**src/rtl/pa_pipe_pkg.sv**
```systemverilog
// Shared pipeline definitions for the PA-RISC front end.
//   NOP_WORD      : bubble word written into pipeline registers on reset/squash
//   PC_STEP       : sequential program-counter increment in bytes
//   IFID_*_W      : IF/ID field widths
//   word_align()  : clears the two byte-offset bits of an address
package pa_pipe_pkg;

    localparam logic [31:0] NOP_WORD     = 32'h0000_0000;
    localparam logic [31:0] PC_STEP      = 32'd4;
    localparam int          IFID_INSTR_W = 32;
    localparam int          IFID_PC_W    = 32;

    function automatic logic [31:0] word_align(input logic [31:0] addr);
        return {addr[31:2], 2'b00};
    endfunction

endpackage

```
**src/rtl/pa_fetch_unit_if.sv**
```systemverilog
// Bus bundle between the fetch unit and its surroundings (hazard unit,
// branch resolution, instruction memory, decode stage, debug monitor).
//   master : the fetch unit side (drives imem_addr, PC/IF-ID outputs, misalign_err)
//   slave  : the environment side (drives stall, redirect, nullify, imem_rdata)
interface pa_fetch_unit_if
    import pa_pipe_pkg::*;
#(
    parameter int IMEM_AW = 9
);
    logic                    stall;
    logic                    branch_taken;
    logic [31:0]             branch_target;
    logic                    nullify;
    logic [IMEM_AW-1:0]      imem_addr;
    logic [31:0]             imem_rdata;
    logic [31:0]             pc_front_out;
    logic [31:0]             pc_rear_out;
    logic [IFID_INSTR_W-1:0] ifid_instr;
    logic [IFID_PC_W-1:0]    ifid_pc;
    logic                    ifid_valid;
    logic                    misalign_err;

    modport master (
        input  stall, branch_taken, branch_target, nullify, imem_rdata,
        output imem_addr, pc_front_out, pc_rear_out,
               ifid_instr, ifid_pc, ifid_valid, misalign_err
    );

    modport slave (
        output stall, branch_taken, branch_target, nullify, imem_rdata,
        input  imem_addr, pc_front_out, pc_rear_out,
               ifid_instr, ifid_pc, ifid_valid, misalign_err
    );

endinterface

```
**src/rtl/pa_ifid_reg.sv**
```systemverilog
// Generic pipeline register with hold and squash.
//   clk, rst_n : clock, async active-low reset (clears to BUBBLE / 0 / invalid)
//   en_i       : load enable; low holds the current contents
//   squash_i   : when loading, insert BUBBLE with valid=0 instead of instr_i
//   instr_i/pc_i          : incoming instruction and its address
//   instr_o/pc_o/valid_o  : registered outputs
module pa_ifid_reg
    import pa_pipe_pkg::*;
#(
    parameter int                 INSTR_W = IFID_INSTR_W,
    parameter int                 PC_W    = IFID_PC_W,
    parameter logic [INSTR_W-1:0] BUBBLE  = '0
) (
    input  logic               clk,
    input  logic               rst_n,
    input  logic               en_i,
    input  logic               squash_i,
    input  logic [INSTR_W-1:0] instr_i,
    input  logic [PC_W-1:0]    pc_i,
    output logic [INSTR_W-1:0] instr_o,
    output logic [PC_W-1:0]    pc_o,
    output logic               valid_o
);

    logic [INSTR_W-1:0] instr_q, instr_d;
    logic [PC_W-1:0]    pc_q, pc_d;
    logic               valid_q, valid_d;

    // Squash only matters on a load; while held the register keeps whatever
    // it already has.
    always_comb begin
        instr_d = instr_q;
        pc_d    = pc_q;
        valid_d = valid_q;
        if (en_i) begin
            instr_d = squash_i ? BUBBLE : instr_i;
            pc_d    = pc_i;
            valid_d = ~squash_i;
        end
    end

    always_ff @(posedge clk or negedge rst_n) begin
        if (!rst_n) begin
            instr_q <= BUBBLE;
            pc_q    <= '0;
            valid_q <= 1'b0;
        end else begin
            instr_q <= instr_d;
            pc_q    <= pc_d;
            valid_q <= valid_d;
        end
    end

    assign instr_o = instr_q;
    assign pc_o    = pc_q;
    assign valid_o = valid_q;

endmodule

```
**src/rtl/pa_fetch_unit.sv**
```systemverilog
// PA-RISC instruction-fetch stage with front/rear PC pair (delayed branching).
//   clk   : system clock
//   reset : async active-low reset
//   bus   : pa_fetch_unit_if.master
//           stall/branch_taken/branch_target/nullify in, imem_rdata in,
//           imem_addr, pc_front_out, pc_rear_out, ifid_* and misalign_err out
// A redirect lands in pc_rear, so the instruction already at pc_rear (the
// delay slot) is always fetched before the target. Redirects seen during a
// stall are parked in a pending register and applied on the first free cycle.
module pa_fetch_unit
    import pa_pipe_pkg::*;
#(
    parameter logic [31:0] RESET_PC = 32'h0000_0000,
    parameter int          IMEM_AW  = 9,
    parameter logic [31:0] NOP_WORD = pa_pipe_pkg::NOP_WORD
) (
    input  logic             clk,
    input  logic             reset,
    pa_fetch_unit_if.master  bus
);

    logic [31:0] pc_front_q, pc_front_d;
    logic [31:0] pc_rear_q, pc_rear_d;
    logic        pend_valid_q, pend_valid_d;
    logic [31:0] pend_target_q, pend_target_d;
    logic        misalign_q, misalign_d;

    logic        redir;
    logic [31:0] tgt_raw;

    // A live pulse wins over a parked one.
    assign redir   = bus.branch_taken | pend_valid_q;
    assign tgt_raw = bus.branch_taken ? bus.branch_target : pend_target_q;

    always_comb begin
        pc_front_d    = pc_front_q;
        pc_rear_d     = pc_rear_q;
        pend_valid_d  = pend_valid_q;
        pend_target_d = pend_target_q;
        misalign_d    = misalign_q;
        if (!bus.stall) begin
            pc_front_d   = pc_rear_q;
            pc_rear_d    = redir ? word_align(tgt_raw) : pc_rear_q + PC_STEP;
            pend_valid_d = 1'b0;
            if (redir && (tgt_raw[1:0] != 2'b00)) begin
                misalign_d = 1'b1;
            end
        end else if (bus.branch_taken) begin
            pend_valid_d  = 1'b1;
            pend_target_d = bus.branch_target;
        end
    end

    always_ff @(posedge clk or negedge reset) begin
        if (!reset) begin
            pc_front_q    <= RESET_PC;
            pc_rear_q     <= RESET_PC + PC_STEP;
            pend_valid_q  <= 1'b0;
            pend_target_q <= '0;
            misalign_q    <= 1'b0;
        end else begin
            pc_front_q    <= pc_front_d;
            pc_rear_q     <= pc_rear_d;
            pend_valid_q  <= pend_valid_d;
            pend_target_q <= pend_target_d;
            misalign_q    <= misalign_d;
        end
    end

    pa_ifid_reg #(
        .INSTR_W (IFID_INSTR_W),
        .PC_W    (IFID_PC_W),
        .BUBBLE  (NOP_WORD)
    ) u_ifid (
        .clk      (clk),
        .rst_n    (reset),
        .en_i     (~bus.stall),
        .squash_i (bus.nullify),
        .instr_i  (bus.imem_rdata),
        .pc_i     (pc_front_q),
        .instr_o  (bus.ifid_instr),
        .pc_o     (bus.ifid_pc),
        .valid_o  (bus.ifid_valid)
    );

    // Address comes straight from a register: no path from stall/redirect.
    assign bus.imem_addr    = pc_front_q[IMEM_AW-1:0];
    assign bus.pc_front_out = pc_front_q;
    assign bus.pc_rear_out  = pc_rear_q;
    assign bus.misalign_err = misalign_q;

endmodule

```
**src/flat_wrapper.sv**
```systemverilog
// flat-port wrapper written by rule: the top's interface ports become plain ports
module pa_fetch_unit_flat import pa_pipe_pkg::*;
#(
    parameter logic [31:0] RESET_PC = 32'h0000_0000,
    parameter int          IMEM_AW  = 9,
    parameter logic [31:0] NOP_WORD = pa_pipe_pkg::NOP_WORD
)
  (clk, reset, bus_stall, bus_branch_taken, bus_branch_target, bus_nullify, bus_imem_rdata, bus_imem_addr, bus_pc_front_out, bus_pc_rear_out, bus_ifid_instr, bus_ifid_pc, bus_ifid_valid, bus_misalign_err);
  pa_fetch_unit_if #(.IMEM_AW(IMEM_AW)) bus_i ();
  input  logic clk;
  input  logic reset;
  input wire logic [$bits(bus_i.stall)-1:0] bus_stall;
  input wire logic [$bits(bus_i.branch_taken)-1:0] bus_branch_taken;
  input wire logic [$bits(bus_i.branch_target)-1:0] bus_branch_target;
  input wire logic [$bits(bus_i.nullify)-1:0] bus_nullify;
  input wire logic [$bits(bus_i.imem_rdata)-1:0] bus_imem_rdata;
  output wire logic [$bits(bus_i.imem_addr)-1:0] bus_imem_addr;
  output wire logic [$bits(bus_i.pc_front_out)-1:0] bus_pc_front_out;
  output wire logic [$bits(bus_i.pc_rear_out)-1:0] bus_pc_rear_out;
  output wire logic [$bits(bus_i.ifid_instr)-1:0] bus_ifid_instr;
  output wire logic [$bits(bus_i.ifid_pc)-1:0] bus_ifid_pc;
  output wire logic [$bits(bus_i.ifid_valid)-1:0] bus_ifid_valid;
  output wire logic [$bits(bus_i.misalign_err)-1:0] bus_misalign_err;
  assign bus_i.stall = bus_stall;
  assign bus_i.branch_taken = bus_branch_taken;
  assign bus_i.branch_target = bus_branch_target;
  assign bus_i.nullify = bus_nullify;
  assign bus_i.imem_rdata = bus_imem_rdata;
  assign bus_imem_addr = bus_i.imem_addr;
  assign bus_pc_front_out = bus_i.pc_front_out;
  assign bus_pc_rear_out = bus_i.pc_rear_out;
  assign bus_ifid_instr = bus_i.ifid_instr;
  assign bus_ifid_pc = bus_i.ifid_pc;
  assign bus_ifid_valid = bus_i.ifid_valid;
  assign bus_misalign_err = bus_i.misalign_err;
  pa_fetch_unit #(.RESET_PC(RESET_PC), .IMEM_AW(IMEM_AW), .NOP_WORD(NOP_WORD)) u_core (.clk(clk), .reset(reset), .bus(bus_i));
endmodule
```
**config.mk**
```make
export PLATFORM = sky130hd
export DESIGN_NAME = pa_fetch_unit_flat
export DESIGN_NICKNAME = d
export VERILOG_FILES = /design/src/rtl/pa_pipe_pkg.sv /design/src/rtl/pa_fetch_unit_if.sv /design/src/rtl/pa_ifid_reg.sv /design/src/rtl/pa_fetch_unit.sv /design/src/flat_wrapper.sv
export SDC_FILE = /design/constraint.sdc
export NUM_CORES = 1
export LEC_CHECK = 0
export CELL_PAD_IN_SITES_DETAIL_PLACEMENT = 1
export CELL_PAD_IN_SITES_GLOBAL_PLACEMENT = 2
export CORE_MARGIN = 4
export CORE_UTILIZATION = 31
export DETAILED_ROUTE_END_ITERATION = 8
export GPL_ROUTABILITY_DRIVEN = 0
export PLACE_DENSITY_LB_ADDON = 0.1
export SYNTH_ARGS = -nofsm -noshare
export SYNTH_HDL_FRONTEND = slang
export SYNTH_HIERARCHICAL = 1
export SYNTH_SLANG_ARGS = --single-unit
```
**constraint.sdc**
```tcl
create_clock -name clk -period 2.22 [get_ports clk]
set_clock_uncertainty 0.15 [all_clocks]
set_input_delay 0.444 -clock clk [delete_from_list [all_inputs] [get_ports clk]]
set_output_delay 0.444 -clock clk [all_outputs]
set_load 0.02 [all_outputs]
```
Word level (Yosys, flattened, before mapping)
Cells that the tools add are included.
{"block": "op_classes", "n_addsub": 1, "n_eq_ne": 1, "muxes": 5, "bitwise_logic": 3, "n_reduce_logical": 3}
{"operator": "$mux 32", "n": 3}
{"operator": "$add 32x3->32 const B", "n": 1}
{"operator": "$mux 1", "n": 2}
{"operator": "$ne 2x1->1 const B", "n": 1}
{"operator": "$not 1->1", "n": 2}
{"operator": "$reduce_and 2->1", "n": 1}
{"operator": "$reduce_bool 2->1", "n": 1}
{"operator": "$logic_and 1x1->1", "n": 1}
{"operator": "$or 1x1->1", "n": 1}
{"block": "totals", "regBits": 163, "elab_cells": 21}

Depth between registers and ports, before layout
Gate-level depths: netlist (run 1).
{"block": "logic_depth", "word_depth": 4, "depth_mapped": 8, "ltp_nobuf": 5}

Hierarchy
The synthesis (run 1) kept the hierarchy.
{"module": "pa_fetch_unit", "n_inst": 1, "cells_per_inst": 473, "area_each_um2": 4854.7}
{"module": "pa_ifid_reg", "n_inst": 1, "cells_per_inst": 209, "area_each_um2": 2757.6}

Least setup slack after synthesis (run 1)
Ideal clock, no wire load.
{"block": "synth_path", "path_kind": "register to register", "from": "register u_core.pc_rear_q[2], in the netlist u_core/bus.pc_rear_out[2]", "to": "register u_core.pc_rear_q[30], in the netlist u_core/bus.pc_rear_out[30]", "setup_time_ns": 0.131, "arrival_ns": 1.847, "required_ns": 1.939, "path_slack_ns": 0.092, "stages_incl_launch_ff": 7, "n_path_buf": 1, "synth_period_minus_slack_ns": 2.128, "cell_sequence": "dfstp_2 -> ha_1 -> nand3_2 -> nor4_2 -> buf_4 -> a31oi_1 -> or3_1"}
{"block": "synth_via", "elab_chain_cells": 2}
{"item": "from (decl)", "line_no": "pa_fetch_unit.sv:23", "rtl": "logic [31:0] pc_rear_q, pc_rear_d;"}
{"item": "from (signal assigned)", "line_no": "pa_fetch_unit.sv:57", "rtl": "pc_rear_q <= RESET_PC + PC_STEP;"}
{"item": "from (signal assigned)", "line_no": "pa_fetch_unit.sv:63", "rtl": "pc_rear_q <= pc_rear_d;"}
{"item": "$add 32x3->32", "line_no": "pa_fetch_unit.sv:43", "rtl": "pc_rear_d = redir ? word_align(tgt_raw) : pc_rear_q + PC_STEP;"}
{"item": "$mux 32", "line_no": "pa_fetch_unit.sv:43"}
Every way passes these cells.
A chain may end at the register's enable or synchronous reset.

Worst setup path after layout (run 1)
{"block": "layout_path", "from": "register u_core.pc_rear_q[4], in the netlist u_core/bus.pc_rear_out[4]", "to": "output bus_pc_rear_out[4]"}
{"item": "to (decl)", "line_no": "flat_wrapper.sv:19", "rtl": "output wire logic [$bits(bus_i.pc_rear_out)-1:0] bus_pc_rear_out;"}
No word-level cell between the ends.

==> report_table.html, run 1 <==
<table>
<tr><th>Metric</th><th>Value</th></tr>
<tr><th colspan="2">Hold path</th></tr>
<tr><td>Class of the most critical hold timing path</td><td>primary input to flip-flop</td></tr>
<tr><th colspan="2">Synthesis</th></tr>
<tr><td>Synth cell types</td><td>65</td></tr>
<tr><td>Most used DFF post-synth</td><td>sky130_fd_sc_hd__dfrtp_1</td></tr>
<tr><td>Sequential area share after synthesis</td><td>52.3%</td></tr>
<tr><td>Library cell with the largest summed area after synthesis</td><td>sky130_fd_sc_hd__dfrtp_1</td></tr>
<tr><td>Most instantiated library cell after synthesis</td><td>sky130_fd_sc_hd__dfrtp_1</td></tr>
<tr><td>Top area cells in the synthesized netlist</td><td>sky130_fd_sc_hd__dfrtp_1, sky130_fd_sc_hd__mux2_2, sky130_fd_sc_hd__mux2_4</td></tr>
<tr><td>Area of the mapped netlist</td><td>7610 sq um</td></tr>
<tr><td>Average instance area after synthesis</td><td>11.2 sq um</td></tr>
<tr><td>Share of synthesized registers carrying an async set or reset</td><td>100%</td></tr>
<tr><td>Seq cells post-synth</td><td>159</td></tr>
<tr><td>Count of flip-flops with a built-in enable after synthesis</td><td>0</td></tr>
<tr><td>Top cell type's share of synthesized area</td><td>51.9%</td></tr>
<tr><td>Most frequent cells after synthesis</td><td>sky130_fd_sc_hd__dfrtp_1, sky130_fd_sc_hd__mux2_2, sky130_fd_sc_hd__o21ai_0, sky130_fd_sc_hd__inv_1, sky130_fd_sc_hd__nand2_1</td></tr>
<tr><td>Cell count after synthesis</td><td>682</td></tr>
<tr><td>Warnings from Yosys</td><td>6</td></tr>
<tr><th colspan="2">Clocking</th></tr>
<tr><td>Number of buffers inserted to repair setup after CTS</td><td>0</td></tr>
<tr><td>Number of buffers created by CTS</td><td>17</td></tr>
<tr><td>Clock-pin slew on the worst setup and hold paths</td><td>70 ps</td></tr>
<tr><td>CTS Root Buffer Type</td><td>sky130_fd_sc_hd__clkbuf_16</td></tr>
<tr><td>Clock tree from TritonCTS</td><td>done</td></tr>
<tr><td>Count of H-tree levels built during CTS</td><td>4</td></tr>
<tr><td>Skew-Pair Late Insertion Delay</td><td>430 ps</td></tr>
<tr><td>Clock buffer depth</td><td>2</td></tr>
<tr><td>Clock sink count</td><td>159</td></tr>
<tr><th colspan="2">Timing</th></tr>
<tr><td>Number of max-slew violations in the final report</td><td>0</td></tr>
<tr><td>Endpoints failing hold</td><td>0</td></tr>
<tr><td>Slew at the pin closest to its max-slew limit</td><td>834 ps</td></tr>
<tr><td>Fmax</td><td>464 MHz</td></tr>
<tr><td>Tcrit/Tclk final</td><td>97.1%</td></tr>
<tr><td>Final setup TNS</td><td>0 ps</td></tr>
<tr><td>Relative slew slack</td><td>44.3%</td></tr>
<tr><td>Unrepaired setup endpoints after global routing</td><td>false</td></tr>
<tr><td>Number of endpoints failing setup at the final stage</td><td>0</td></tr>
<tr><td>Min Tclk post-route</td><td>2150 ps</td></tr>
<tr><th colspan="2">Floorplanning</th></tr>
<tr><td>Initial cell density of the core</td><td>31.4%</td></tr>
<tr><td>Die outline width</td><td>165 microns</td></tr>
<tr><td>Overall die area</td><td>27,100 sq um</td></tr>
<tr><td>Number of top-level design ports</td><td>208</td></tr>
<tr><td>Floorplan Core Area</td><td>24,200 sq um</td></tr>
<tr><td>Die Height</td><td>165 microns</td></tr>
<tr><td>Total number of placement rows</td><td>57</td></tr>
<tr><th colspan="2">Routing</th></tr>
<tr><td>DRC violations left</td><td>0</td></tr>
<tr><td>Via count</td><td>5,953</td></tr>
<tr><td>Per-cell via count in the routed design</td><td>4.91</td></tr>
<tr><td>DRT Pass-1 Iters</td><td>5</td></tr>
<tr><td>WL final</td><td>23,300 microns</td></tr>
<tr><td>Count of routing violations after the opening detailed-route iteration</td><td>334</td></tr>
<tr><td>Number of nets with antenna violations after detailed routing</td><td>0</td></tr>
<tr><td>Avg WL per Cell</td><td>19.2 microns</td></tr>
<tr><th colspan="2">Setup path</th></tr>
<tr><td>Classification of the worst setup path</td><td>flip-flop to output pin</td></tr>
<tr><td>Element type at the critical path start</td><td>flip-flop</td></tr>
<tr><td>Crit path cell chain</td><td>clkdlybuf4s50_1</td></tr>
<tr><td>Kind of end point of the critical path</td><td>output pin</td></tr>
<tr><td>Delay-heaviest family, CP</td><td>buffers and inverters</td></tr>
<tr><td>Largest stage delay, worst path</td><td>650 ps</td></tr>
<tr><td>Data required time at the worst endpoint</td><td>1630 ps</td></tr>
<tr><td>Cell type of the slowest stage on the worst timing path</td><td>sky130_fd_sc_hd__clkdlybuf4s50_1</td></tr>
<tr><td>Arrival time of the worst setup path</td><td>1560 ps</td></tr>
<tr><td>Crit-path max FO</td><td>9</td></tr>
<tr><td>Number of buffer and inverter stages on the critical path</td><td>1</td></tr>
<tr><th colspan="2">Pwr</th></tr>
<tr><td>Pwr per Cell Area</td><td>882 nW/um^2</td></tr>
<tr><td>Peak ir drop on the vdd network</td><td>0.419 mV</td></tr>
<tr><td>Leakage Power</td><td>0.00453 uW</td></tr>
<tr><th colspan="2">Job</th></tr>
<tr><td>Maximum Capacitance Violations</td><td>0</td></tr>
<tr><th colspan="2">GRT</th></tr>
<tr><td>Wire length of the first global-routing pass</td><td>36,700 microns</td></tr>
<tr><td>Residual overflow from global routing</td><td>0</td></tr>
<tr><td>Via count of the first global-routing pass</td><td>6,233</td></tr>
<tr><td>Antenna violations before repair</td><td>0</td></tr>
<tr><td>Pin count of the biggest net entering global routing</td><td>53</td></tr>
<tr><td>GRT Resource Usage Total</td><td>17.3%</td></tr>
<tr><th colspan="2">Cells and area</th></tr>
<tr><td>Number of non-filler instances in the completed layout</td><td>1,213</td></tr>
<tr><td>N_diodes</td><td>0</td></tr>
<tr><td>NumNets Final</td><td>946</td></tr>
<tr><td>Share of post-route cells with drive strength above 1</td><td>18.9%</td></tr>
<tr><td>Area added between synthesis and finish</td><td>39.3%</td></tr>
<tr><th colspan="2">Placed design</th></tr>
<tr><td>Placed wire-length estimate</td><td>17,100 microns</td></tr>
<tr><td>DP Cell Count</td><td>1,180</td></tr>
<tr><td>Count of buffers inserted at the top-level ports</td><td>201</td></tr>
<tr><th colspan="2">Status</th></tr>
<tr><td>Status</td><td>finished clean</td></tr>
</table>
[state kept, by name, summed over array words and instances, names as in the netlist]
signal / flops
u_core/u_ifid/instr_o: 32
u_core/bus.pc_rear_out: 30
u_core/pend_target_q: 32
u_core/bus.misalign_err: 1
u_core/u_ifid/pc_o: 32
u_core/u_ifid/valid_o: 1
u_core/pend_valid_q: 1
u_core/bus.pc_front_out: 30
[path summary, 6_finish.rpt]
kind                                                start                     endpoint  slack (ps)  cells after the start
worst min register to register    u_core/bus.misalign_err      u_core/bus.misalign_err         330                      1
worst min-delay path                     bus_branch_taken          u_core/pend_valid_q         220                      3
worst max register to register  u_core/bus.pc_rear_out[2]   u_core/bus.pc_rear_out[22]          90                      5
worst max-delay path            u_core/bus.pc_rear_out[4]           bus_pc_rear_out[4]          70                      1
min in group asynchronous                           reset    u_core/u_ifid/instr_o[20]         400                      2
max in group asynchronous                           reset  u_core/bus.pc_front_out[25]         830                      3
[cell families (layout without fill, tap and decap cells)]
family / Yosys count / count (layout) / share of synthesized area [%]
AOI/OAI and AO/OA: 152 / 152 / 12.4
adders and majority gates: 1 / 1 / 0.164
buffers and inverters: 108 / 308 / 7.23
DFF: 159 / 159 / 52.3
muxes: 92 / 92 / 15.0
other: 1 / 8 / 0.0493
and+or+nand+nor: 169 / 169 / 12.8
[repair_timing]
item                                    4_1_cts  5_1_grt
hold buffers                                  1        0
endpoints found under the hold margin        47        0
pin swaps                                     0        1
endpoints found under the setup margin       13       13
gates resized for setup                      13        9
[layout make-up]
type / count / area (sq um)
Timing Repair Buffer: 231 / 2320
Sequential cell: 159 / 3980
Tap cell: 324 / 405
Clock buffer: 17 / 425
Multi-Input combinational cell: 422 / 3130
Inverter: 45 / 171
Fill cell: 2626 / 13600
Clock inverter: 15 / 170
[power breakdown]
| group | total, uW | leakage, uW | switching [uW] | internal [uW] |
|---|---|---|---|---|
| Combinational | 2600 | 0.00233 | 1280 | 1320 |
| Clock | 2970 | 0.000287 | 1360 | 1610 |
| Sequential | 3790 | 0.00192 | 424 | 3360 |
| Total | 9350 | 0.00453 | 3070 | 6290 |
[stage by stage]
| step | hold WS, ps | setup slack [ps] | util [%] | total power [uW] | instance area [sq um] |
|---|---|---|---|---|---|
| floorplan | -1.59 | 91.9 | - | 5110 | 7640 |
| global placement | 294 | 105 | 41.1 | 6420 | 9980 |
| detailed placement | 292 | 11.1 | 41.1 | 6500 | 9980 |
| CTS | 201 | 2.08 | 43.6 | 9530 | 10600 |
| global route | 248 | 5.77 | 43.7 | 9830 | 10600 |
| finish | 220 | 65.1 | 43.7 | 9350 | 10600 |
[layer usage]
metal  GRT usage (%)  vias up  part of all wire, %
met1            25.4     2964                   48
met5               0        -                    0
li1                -     2800                    -
met3            3.32       24                  5.1
met4            4.91        0                  1.4
met2            26.1      165                   45
[cells in the final DEF (no fill, tap or decap), drive strengths merged, types with 6 or more instances in the layout]
cell type	netlist	routed
clkdlybuf4s50	0	183
dfrtp	158	158
mux2	83	83
o21ai	61	61
inv	44	53
nand2	37	37
nand3b	33	33
buf	41	32
a21oi	31	31
nor2	30	30
clkbuf	22	17
nand3	14	14
nor3	10	10
dlygate4sd2	0	9
mux2i	9	9
conb	1	8
nand4	8	8
a31oi	7	7
and4	7	7
and3	7	7
dlymetal6s2s	0	6
a22oi	6	6
nor4	6	6
No activity file was read; power rests on OpenSTA's default activity.
==> inputs of run 2 (changes only) <==
==> constraint.sdc (replaced) <==
create_clock -name clk -period 2.22 [get_ports clk]
set_clock_uncertainty 0.15 [all_clocks]
set_input_delay 0.333 -clock clk [delete_from_list [all_inputs] [get_ports clk]]
set_output_delay 0.333 -clock clk [all_outputs]
set_load 0.02 [all_outputs]
==> run 2 against run 1 <==
Net effect:
- power increased by 1.4%
- sequential power about the same
- hold slack got worse by 72 ps
- sequential share of layout area decreased by 0.17 points
- combinational power increased by 3%
- maximum frequency decreased by 1.2%
==> report_table.html, run 2 (synthesis results as in run 1) <==
<table>
<tr><th>Metric</th><th>Value</th></tr>
<tr><th colspan="2">Clocking</th></tr>
<tr><td>Clock buffer depth</td><td>2 (unchanged)</td></tr>
<tr><td>Count of H-tree levels built during CTS</td><td>4 (unchanged)</td></tr>
<tr><td>Clock tree from TritonCTS</td><td>done</td></tr>
<tr><td>Number of buffers inserted to repair setup after CTS</td><td>0 (unchanged)</td></tr>
<tr><td>Clock sink count</td><td>159 (unchanged)</td></tr>
<tr><td>CTS Root Buffer Type</td><td>sky130_fd_sc_hd__clkbuf_16</td></tr>
<tr><td>Skew-Pair Late Insertion Delay</td><td>430 ps (about the same)</td></tr>
<tr><td>Number of buffers created by CTS</td><td>17 (unchanged)</td></tr>
<tr><td>Clock-pin slew on the worst setup and hold paths</td><td>70 ps (about the same)</td></tr>
<tr><th colspan="2">Setup path</th></tr>
<tr><td>Kind of end point of the critical path</td><td>output pin</td></tr>
<tr><td>Arrival time of the worst setup path</td><td>1700 ps (+140 ps)</td></tr>
<tr><td>Crit-path max FO</td><td>6 (-3)</td></tr>
<tr><td>Element type at the critical path start</td><td>flip-flop</td></tr>
<tr><td>Data required time at the worst endpoint</td><td>1740 ps (+110 ps)</td></tr>
<tr><td>Classification of the worst setup path</td><td>flip-flop to output pin</td></tr>
<tr><th colspan="2">Floorplanning</th></tr>
<tr><td>Die outline width</td><td>165 microns (unchanged)</td></tr>
<tr><td>Floorplan Core Area</td><td>24,200 sq um (unchanged)</td></tr>
<tr><td>Die Height</td><td>165 microns (unchanged)</td></tr>
<tr><td>Initial cell density of the core</td><td>31.4% (unchanged)</td></tr>
<tr><td>Total number of placement rows</td><td>57 (unchanged)</td></tr>
<tr><td>Number of top-level design ports</td><td>208 (unchanged)</td></tr>
<tr><td>Overall die area</td><td>27,100 sq um (unchanged)</td></tr>
<tr><th colspan="2">Timing</th></tr>
<tr><td>Final setup TNS</td><td>0 ps (unchanged)</td></tr>
<tr><td>Fmax</td><td>459 MHz (-1.2%)</td></tr>
<tr><td>Endpoints failing hold</td><td>0 (unchanged)</td></tr>
<tr><td>Unrepaired setup endpoints after global routing</td><td>false</td></tr>
<tr><td>Relative slew slack</td><td>67.2% (+23 points)</td></tr>
<tr><td>Min Tclk post-route</td><td>2180 ps (+25.2 ps)</td></tr>
<tr><td>Number of max-slew violations in the final report</td><td>0 (unchanged)</td></tr>
<tr><td>Tcrit/Tclk final</td><td>98.2% (+1.1 points)</td></tr>
<tr><td>Number of endpoints failing setup at the final stage</td><td>0 (unchanged)</td></tr>
<tr><td>Slew at the pin closest to its max-slew limit</td><td>487 ps (-347 ps)</td></tr>
<tr><th colspan="2">Pwr</th></tr>
<tr><td>Internal portion of total power</td><td>6350 uW (+1.0%)</td></tr>
<tr><td>Part of the power in the clock network</td><td>32.1% (+0.4 points)</td></tr>
<tr><td>Sw Ratio</td><td>33.1% (+0.26 points)</td></tr>
<tr><td>Share of power burned in registers</td><td>39.6% (-0.9 points)</td></tr>
<tr><td>Leakage Power</td><td>0.00449 uW (-0.96%)</td></tr>
<tr><td>Peak ir drop on the vdd network</td><td>0.375 mV (-11%)</td></tr>
<tr><td>Overall power consumption</td><td>9490 uW (+1.4%)</td></tr>
<tr><td>Switching power of the nets</td><td>3140 uW (+2.2%)</td></tr>
<tr><td>Pwr per Cell Area</td><td>890 nW/um^2 (+0.98%)</td></tr>
<tr><td>Part of the power in combinational logic</td><td>28.3% (+0.5 points)</td></tr>
<tr><th colspan="2">Cells and area</th></tr>
<tr><td>NumNets Final</td><td>952 (+0.63%)</td></tr>
<tr><td>Number of fill cells in the layout</td><td>2,614 (-0.46%)</td></tr>
<tr><td>Commonest non-fill, non-tap cell in the layout</td><td>sky130_fd_sc_hd__clkdlybuf4s50_1</td></tr>
<tr><td>Share of post-route cells with drive strength above 1</td><td>19.3% (+0.43 points)</td></tr>
<tr><td>Area added between synthesis and finish</td><td>40.0%</td></tr>
<tr><td>Leading cell types in the layout, fill and taps excluded</td><td>sky130_fd_sc_hd__clkdlybuf4s50_1, sky130_fd_sc_hd__dfrtp_1, sky130_fd_sc_hd__mux2_2</td></tr>
<tr><td>N_diodes</td><td>0 (unchanged)</td></tr>
<tr><th colspan="2">Job</th></tr>
<tr><td>Maximum Capacitance Violations</td><td>0 (unchanged)</td></tr>
<tr><th colspan="2">Routing</th></tr>
<tr><td>Count of routing violations after the opening detailed-route iteration</td><td>263 (-21%)</td></tr>
<tr><td>Avg WL per Cell</td><td>19.5 microns (+1.5%)</td></tr>
<tr><td>DRC violations left</td><td>0 (unchanged)</td></tr>
<tr><td>Via count</td><td>5,997 (+0.74%)</td></tr>
<tr><td>Per-cell via count in the routed design</td><td>4.92 (+0.24%)</td></tr>
<tr><td>DRT Pass-1 Iters</td><td>4 (-1)</td></tr>
<tr><td>Number of nets with antenna violations after detailed routing</td><td>0 (unchanged)</td></tr>
<tr><td>WL final</td><td>23,800 microns (+2.0%)</td></tr>
<tr><th colspan="2">GRT</th></tr>
<tr><td>Pin count of the biggest net entering global routing</td><td>88 (+66%)</td></tr>
<tr><td>Antenna violations before repair</td><td>1 (+1)</td></tr>
<tr><td>Wire length of the first global-routing pass</td><td>37,500 microns (+2.2%)</td></tr>
<tr><td>GRT Resource Usage Total</td><td>17.7% (+0.35 points)</td></tr>
<tr><td>Residual overflow from global routing</td><td>0 (unchanged)</td></tr>
<tr><td>Via count of the first global-routing pass</td><td>6,408 (+2.8%)</td></tr>
<tr><th colspan="2">Placed design</th></tr>
<tr><td>Count of buffers inserted at the top-level ports</td><td>201 (unchanged)</td></tr>
<tr><td>Placed wire-length estimate</td><td>17,300 microns (+1.3%)</td></tr>
<tr><th colspan="2">Status</th></tr>
<tr><td>Status</td><td>finished clean</td></tr>
<tr><th colspan="2">Hold path</th></tr>
<tr><td>Class of the most critical hold timing path</td><td>primary input to asynchronous set/reset pin</td></tr>
</table>
[run 2: changes by cell type in the layout (fill, tap and decap cells not counted), moves of 2 or more]
cell,delta
sky130_fd_sc_hd__clkinv_8,+2
sky130_fd_sc_hd__buf_4,+7
sky130_fd_sc_hd__dlymetal6s2s_1,-6
sky130_fd_sc_hd__dlygate4sd2_1,-9
sky130_fd_sc_hd__clkdlybuf4s50_1,+15
sky130_fd_sc_hd__inv_6,-2
[run 2: layer usage]
metal	part of all wire (%)	global-route usage (%)	wire [microns]
met1	48	24.8	11300
met2	46	27.4	10800
met3	5.4	3.82	1280
met4	1.3	5.44	318
met5	0.046	0	11
[run 2: critical path, stage by stage (launching register included)]
cell	delay, ps
sky130_fd_sc_hd__dfrtp_1	450
sky130_fd_sc_hd__buf_4	180
sky130_fd_sc_hd__clkdlybuf4s50_1	650
[run 2: timing repair]
item | CTS | global route
setup endpoints to repair | 0 | 6
resized for setup | 0 | 6
hold buffers | 1 | 0
hold endpoints to repair | 158 | 0
[run 2: path summary, 6_finish.rpt]
path                                              end  depth (start not counted)                        from  slack (ps)
min in group clk           u_core/bus.pc_rear_out[28]                          3                   bus_stall         260
setup / recovery                  bus_pc_rear_out[17]                          2  u_core/bus.pc_rear_out[17]          40
setup reg to reg           u_core/bus.pc_rear_out[30]                          5   u_core/bus.pc_rear_out[2]         140
hold / removal              u_core/u_ifid/instr_o[22]                          2                       reset         150
max in group asynchronous  u_core/bus.pc_rear_out[12]                          3                       reset        1050
hold reg to reg              u_core/pend_target_q[28]                          2    u_core/pend_target_q[28]         340
[run 2: final cells by class]
class	instances	area, sq um	share of cell area (%)
Multi-Input combinational cell	422	3130	29.3
Clock inverter	15	189	1.77
Inverter	45	171	1.61
Clock buffer	17	425	3.99
Tap cell	324	405	3.81
Timing Repair Buffer	237	2350	22.1
Sequential cell	159	3980	37.4
[run 2: power groups by stage]
stage                     clock, uW  combinational, uW  sequential [uW]
after global placement            0               2670             3780
after detailed placement          0               2710             3820
after floorplan                   0                935             4180
after global routing           3260               2870             3840
final                          3040               2680             3760
after CTS                      3150               2720             3770
[run 2: metrics by stage]
stage	util, %	instances	setup slack, ps	cell area, sq um	hold WS (ps)
floorplan	-	689	91.9	7640	-113
global placement	41.3	1186	101	10000	15.4
detailed placement	41.3	1186	74.5	10000	20.8
CTS	43.8	1219	23.4	10600	124
global route	43.9	1219	1.63	10700	141
finish	43.9	1219	40.0	10700	149
==> inputs of run 3 (changes only) <==
Settings changed: MAX_ROUTING_LAYER set to met4.
==> run 3 against run 2 <==
Net effect:
- maximum frequency increased by 0.34%
- critical endpoint unchanged
- critical path type unchanged
- clock power about the same
- non-clock buffer count unchanged
- register-to-register slack about the same
- sequential share of layout area about the same
- highest routed layer is now met4
- routed wire length about the same
- combinational power about the same
==> report_table.html, run 3 (synthesis results as in run 1) <==
<table>
<tr><th>Metric</th><th>Value</th></tr>
<tr><th colspan="2">GRT</th></tr>
<tr><td>Wire length of the first global-routing pass</td><td>37,500 microns (about the same)</td></tr>
<tr><td>Via count of the first global-routing pass</td><td>6,402 (-0.094%)</td></tr>
<tr><td>Residual overflow from global routing</td><td>0 (unchanged)</td></tr>
<tr><td>Pin count of the biggest net entering global routing</td><td>88 (unchanged)</td></tr>
<tr><td>GRT Resource Usage Total</td><td>18.2% (+0.51 points)</td></tr>
<tr><td>Antenna violations before repair</td><td>1 (unchanged)</td></tr>
<tr><th colspan="2">Routing</th></tr>
<tr><td>DRT Pass-1 Iters</td><td>4 (unchanged)</td></tr>
<tr><td>Per-cell via count in the routed design</td><td>4.92 (about the same)</td></tr>
<tr><td>Count of routing violations after the opening detailed-route iteration</td><td>308 (+17%)</td></tr>
<tr><td>Avg WL per Cell</td><td>19.5 microns (-0.13%)</td></tr>
<tr><td>Number of nets with antenna violations after detailed routing</td><td>0 (unchanged)</td></tr>
<tr><td>WL final</td><td>23,800 microns (about the same)</td></tr>
<tr><td>DRC violations left</td><td>0 (unchanged)</td></tr>
<tr><td>Via count</td><td>6,003 (+0.10%)</td></tr>
<tr><th colspan="2">Floorplanning</th></tr>
<tr><td>Total number of placement rows</td><td>57 (unchanged)</td></tr>
<tr><td>Number of top-level design ports</td><td>208 (unchanged)</td></tr>
<tr><td>Die Height</td><td>165 microns (unchanged)</td></tr>
<tr><td>Overall die area</td><td>27,100 sq um (unchanged)</td></tr>
<tr><td>Floorplan Core Area</td><td>24,200 sq um (unchanged)</td></tr>
<tr><td>Die outline width</td><td>165 microns (unchanged)</td></tr>
<tr><td>Initial cell density of the core</td><td>31.4% (unchanged)</td></tr>
<tr><th colspan="2">Placed design</th></tr>
<tr><td>Worst setup timing slack at the placement stage</td><td>74.5 ps (unchanged)</td></tr>
<tr><td>Placed wire-length estimate</td><td>17,300 microns (unchanged)</td></tr>
<tr><td>Count of buffers inserted at the top-level ports</td><td>201 (unchanged)</td></tr>
<tr><th colspan="2">Cells and area</th></tr>
<tr><td>Share of post-route cells with drive strength above 1</td><td>19.3% (unchanged)</td></tr>
<tr><td>Area added between synthesis and finish</td><td>40.0% (about the same)</td></tr>
<tr><td>Leading cell types in the layout, fill and taps excluded</td><td>sky130_fd_sc_hd__clkdlybuf4s50_1, sky130_fd_sc_hd__dfrtp_1, sky130_fd_sc_hd__mux2_2</td></tr>
<tr><td>Commonest non-fill, non-tap cell in the layout</td><td>sky130_fd_sc_hd__clkdlybuf4s50_1</td></tr>
<tr><td>NumNets Final</td><td>952 (unchanged)</td></tr>
<tr><td>Number of fill cells in the layout</td><td>2,615 (+0.038%)</td></tr>
<tr><th colspan="2">Pwr</th></tr>
<tr><td>Pwr per Cell Area</td><td>890 nW/um^2 (about the same)</td></tr>
<tr><td>Leakage Power</td><td>0.00449 uW (unchanged)</td></tr>
<tr><td>Peak ir drop on the vdd network</td><td>0.373 mV (-0.44%)</td></tr>
<tr><td>Overall power consumption</td><td>9490 uW (about the same)</td></tr>
<tr><th colspan="2">Setup path</th></tr>
<tr><td>Cell type of the slowest stage on the worst timing path</td><td>sky130_fd_sc_hd__clkdlybuf4s50_1</td></tr>
<tr><td>Classification of the worst setup path</td><td>flip-flop to output pin</td></tr>
<tr><td>Crit-path max FO</td><td>6 (unchanged)</td></tr>
<tr><td>Delay-heaviest family, CP</td><td>buffers and inverters</td></tr>
<tr><td>Arrival time of the worst setup path</td><td>1690 ps (about the same)</td></tr>
<tr><td>Data required time at the worst endpoint</td><td>1740 ps (about the same)</td></tr>
<tr><td>Number of buffer and inverter stages on the critical path</td><td>2 (unchanged)</td></tr>
<tr><td>Element type at the critical path start</td><td>flip-flop</td></tr>
<tr><td>Kind of end point of the critical path</td><td>output pin</td></tr>
<tr><td>Crit path cell chain</td><td>buf_4 -&gt; clkdlybuf4s50_1</td></tr>
<tr><td>Largest stage delay, worst path</td><td>650 ps (about the same)</td></tr>
<tr><th colspan="2">Status</th></tr>
<tr><td>Status</td><td>finished clean</td></tr>
<tr><th colspan="2">Timing</th></tr>
<tr><td>Tcrit/Tclk final</td><td>97.9% (-0.33 points)</td></tr>
<tr><td>Fmax</td><td>460 MHz (+0.34%)</td></tr>
<tr><td>Unrepaired setup endpoints after global routing</td><td>false</td></tr>
<tr><td>Endpoints failing hold</td><td>0 (unchanged)</td></tr>
<tr><td>Number of endpoints failing setup at the final stage</td><td>0 (unchanged)</td></tr>
<tr><td>Number of max-slew violations in the final report</td><td>0 (unchanged)</td></tr>
<tr><td>Final worst slack</td><td>47.4 ps (+7.41 ps)</td></tr>
<tr><td>Min Tclk post-route</td><td>2170 ps (-7.41 ps)</td></tr>
<tr><td>Final setup TNS</td><td>0 ps (unchanged)</td></tr>
<tr><th colspan="2">Clocking</th></tr>
<tr><td>Number of buffers created by CTS</td><td>17 (unchanged)</td></tr>
<tr><td>Clock tree from TritonCTS</td><td>done</td></tr>
<tr><td>Number of buffers inserted to repair setup after CTS</td><td>0 (unchanged)</td></tr>
<tr><td>Clock-pin slew on the worst setup and hold paths</td><td>70 ps (about the same)</td></tr>
<tr><td>Skew-Pair Late Insertion Delay</td><td>430 ps (about the same)</td></tr>
<tr><td>Count of H-tree levels built during CTS</td><td>4 (unchanged)</td></tr>
<tr><td>Clock buffer depth</td><td>2 (unchanged)</td></tr>
<tr><td>Clock sink count</td><td>159 (unchanged)</td></tr>
<tr><td>CTS Root Buffer Type</td><td>sky130_fd_sc_hd__clkbuf_16</td></tr>
<tr><th colspan="2">Hold path</th></tr>
<tr><td>Class of the most critical hold timing path</td><td>primary input to asynchronous set/reset pin</td></tr>
<tr><th colspan="2">Job</th></tr>
<tr><td>Maximum Capacitance Violations</td><td>0 (unchanged)</td></tr>
</table>
-- run 3: final cells by class --
type / instances / area [sq um] / share of cell area (%)
inverters: 45 / 171 / 1.61
well taps: 324 / 405 / 3.80
clock inverters: 15 / 189 / 1.77
diodes: 1 / 2.50 / 0.0235
flip-flops and latches: 159 / 3980 / 37.4
repair buffers: 237 / 2350 / 22.1
clock buffers: 17 / 425 / 3.99
multi-input cells: 422 / 3130 / 29.3
-- run 3: metrics by stage --
stage          instance area (sq um)  hold slack (ps)  instances  util [%]
6_report                       10700              149       1220      43.9
5_1_grt                        10700              142       1220      43.9
4_1_cts                        10600              124       1219      43.8
3_5_place_dp                   10000             20.8       1186      41.3
3_3_place_gp                   10000             15.4       1186      41.3
2_1_floorplan                   7640             -113        689         -
-- run 3: layer usage --
metal  GRT usage [%]  part of all wire (%)  vias to the layer above
li1                -                     -                     2804
met1            24.9                    48                     3013
met2            27.4                    46                      161
met3            3.62                   5.2                       25
met4            5.56                   1.4                        0
met5               -                     0                        -
-- run 3: what timing repair did --
item / CTS / global route
hold endpoints to repair: 158 / 0
hold buffers: 1 / 0
setup endpoints to repair: 0 / 6
gates resized for setup: 0 / 6
-- run 3: final timing paths --
path,startpoint,end,slack (ps),cells past startpoint
min,reset,u_core/u_ifid/instr_o[22],150,2
min reg2reg,u_core/bus.misalign_err,u_core/bus.misalign_err,340,1
max in group asynchronous,reset,u_core/bus.pc_rear_out[12],1050,3
max reg2reg,u_core/bus.pc_rear_out[2],u_core/bus.pc_rear_out[30],140,5
min in group clk,bus_stall,u_core/bus.pc_rear_out[28],260,3
max,u_core/bus.pc_rear_out[17],bus_pc_rear_out[17],50,2
-- run 3: power breakdown --
group | switching, uW | internal, uW
Sequential | 399 | 3360
Clock | 1420 | 1630
Combinational | 1320 | 1360
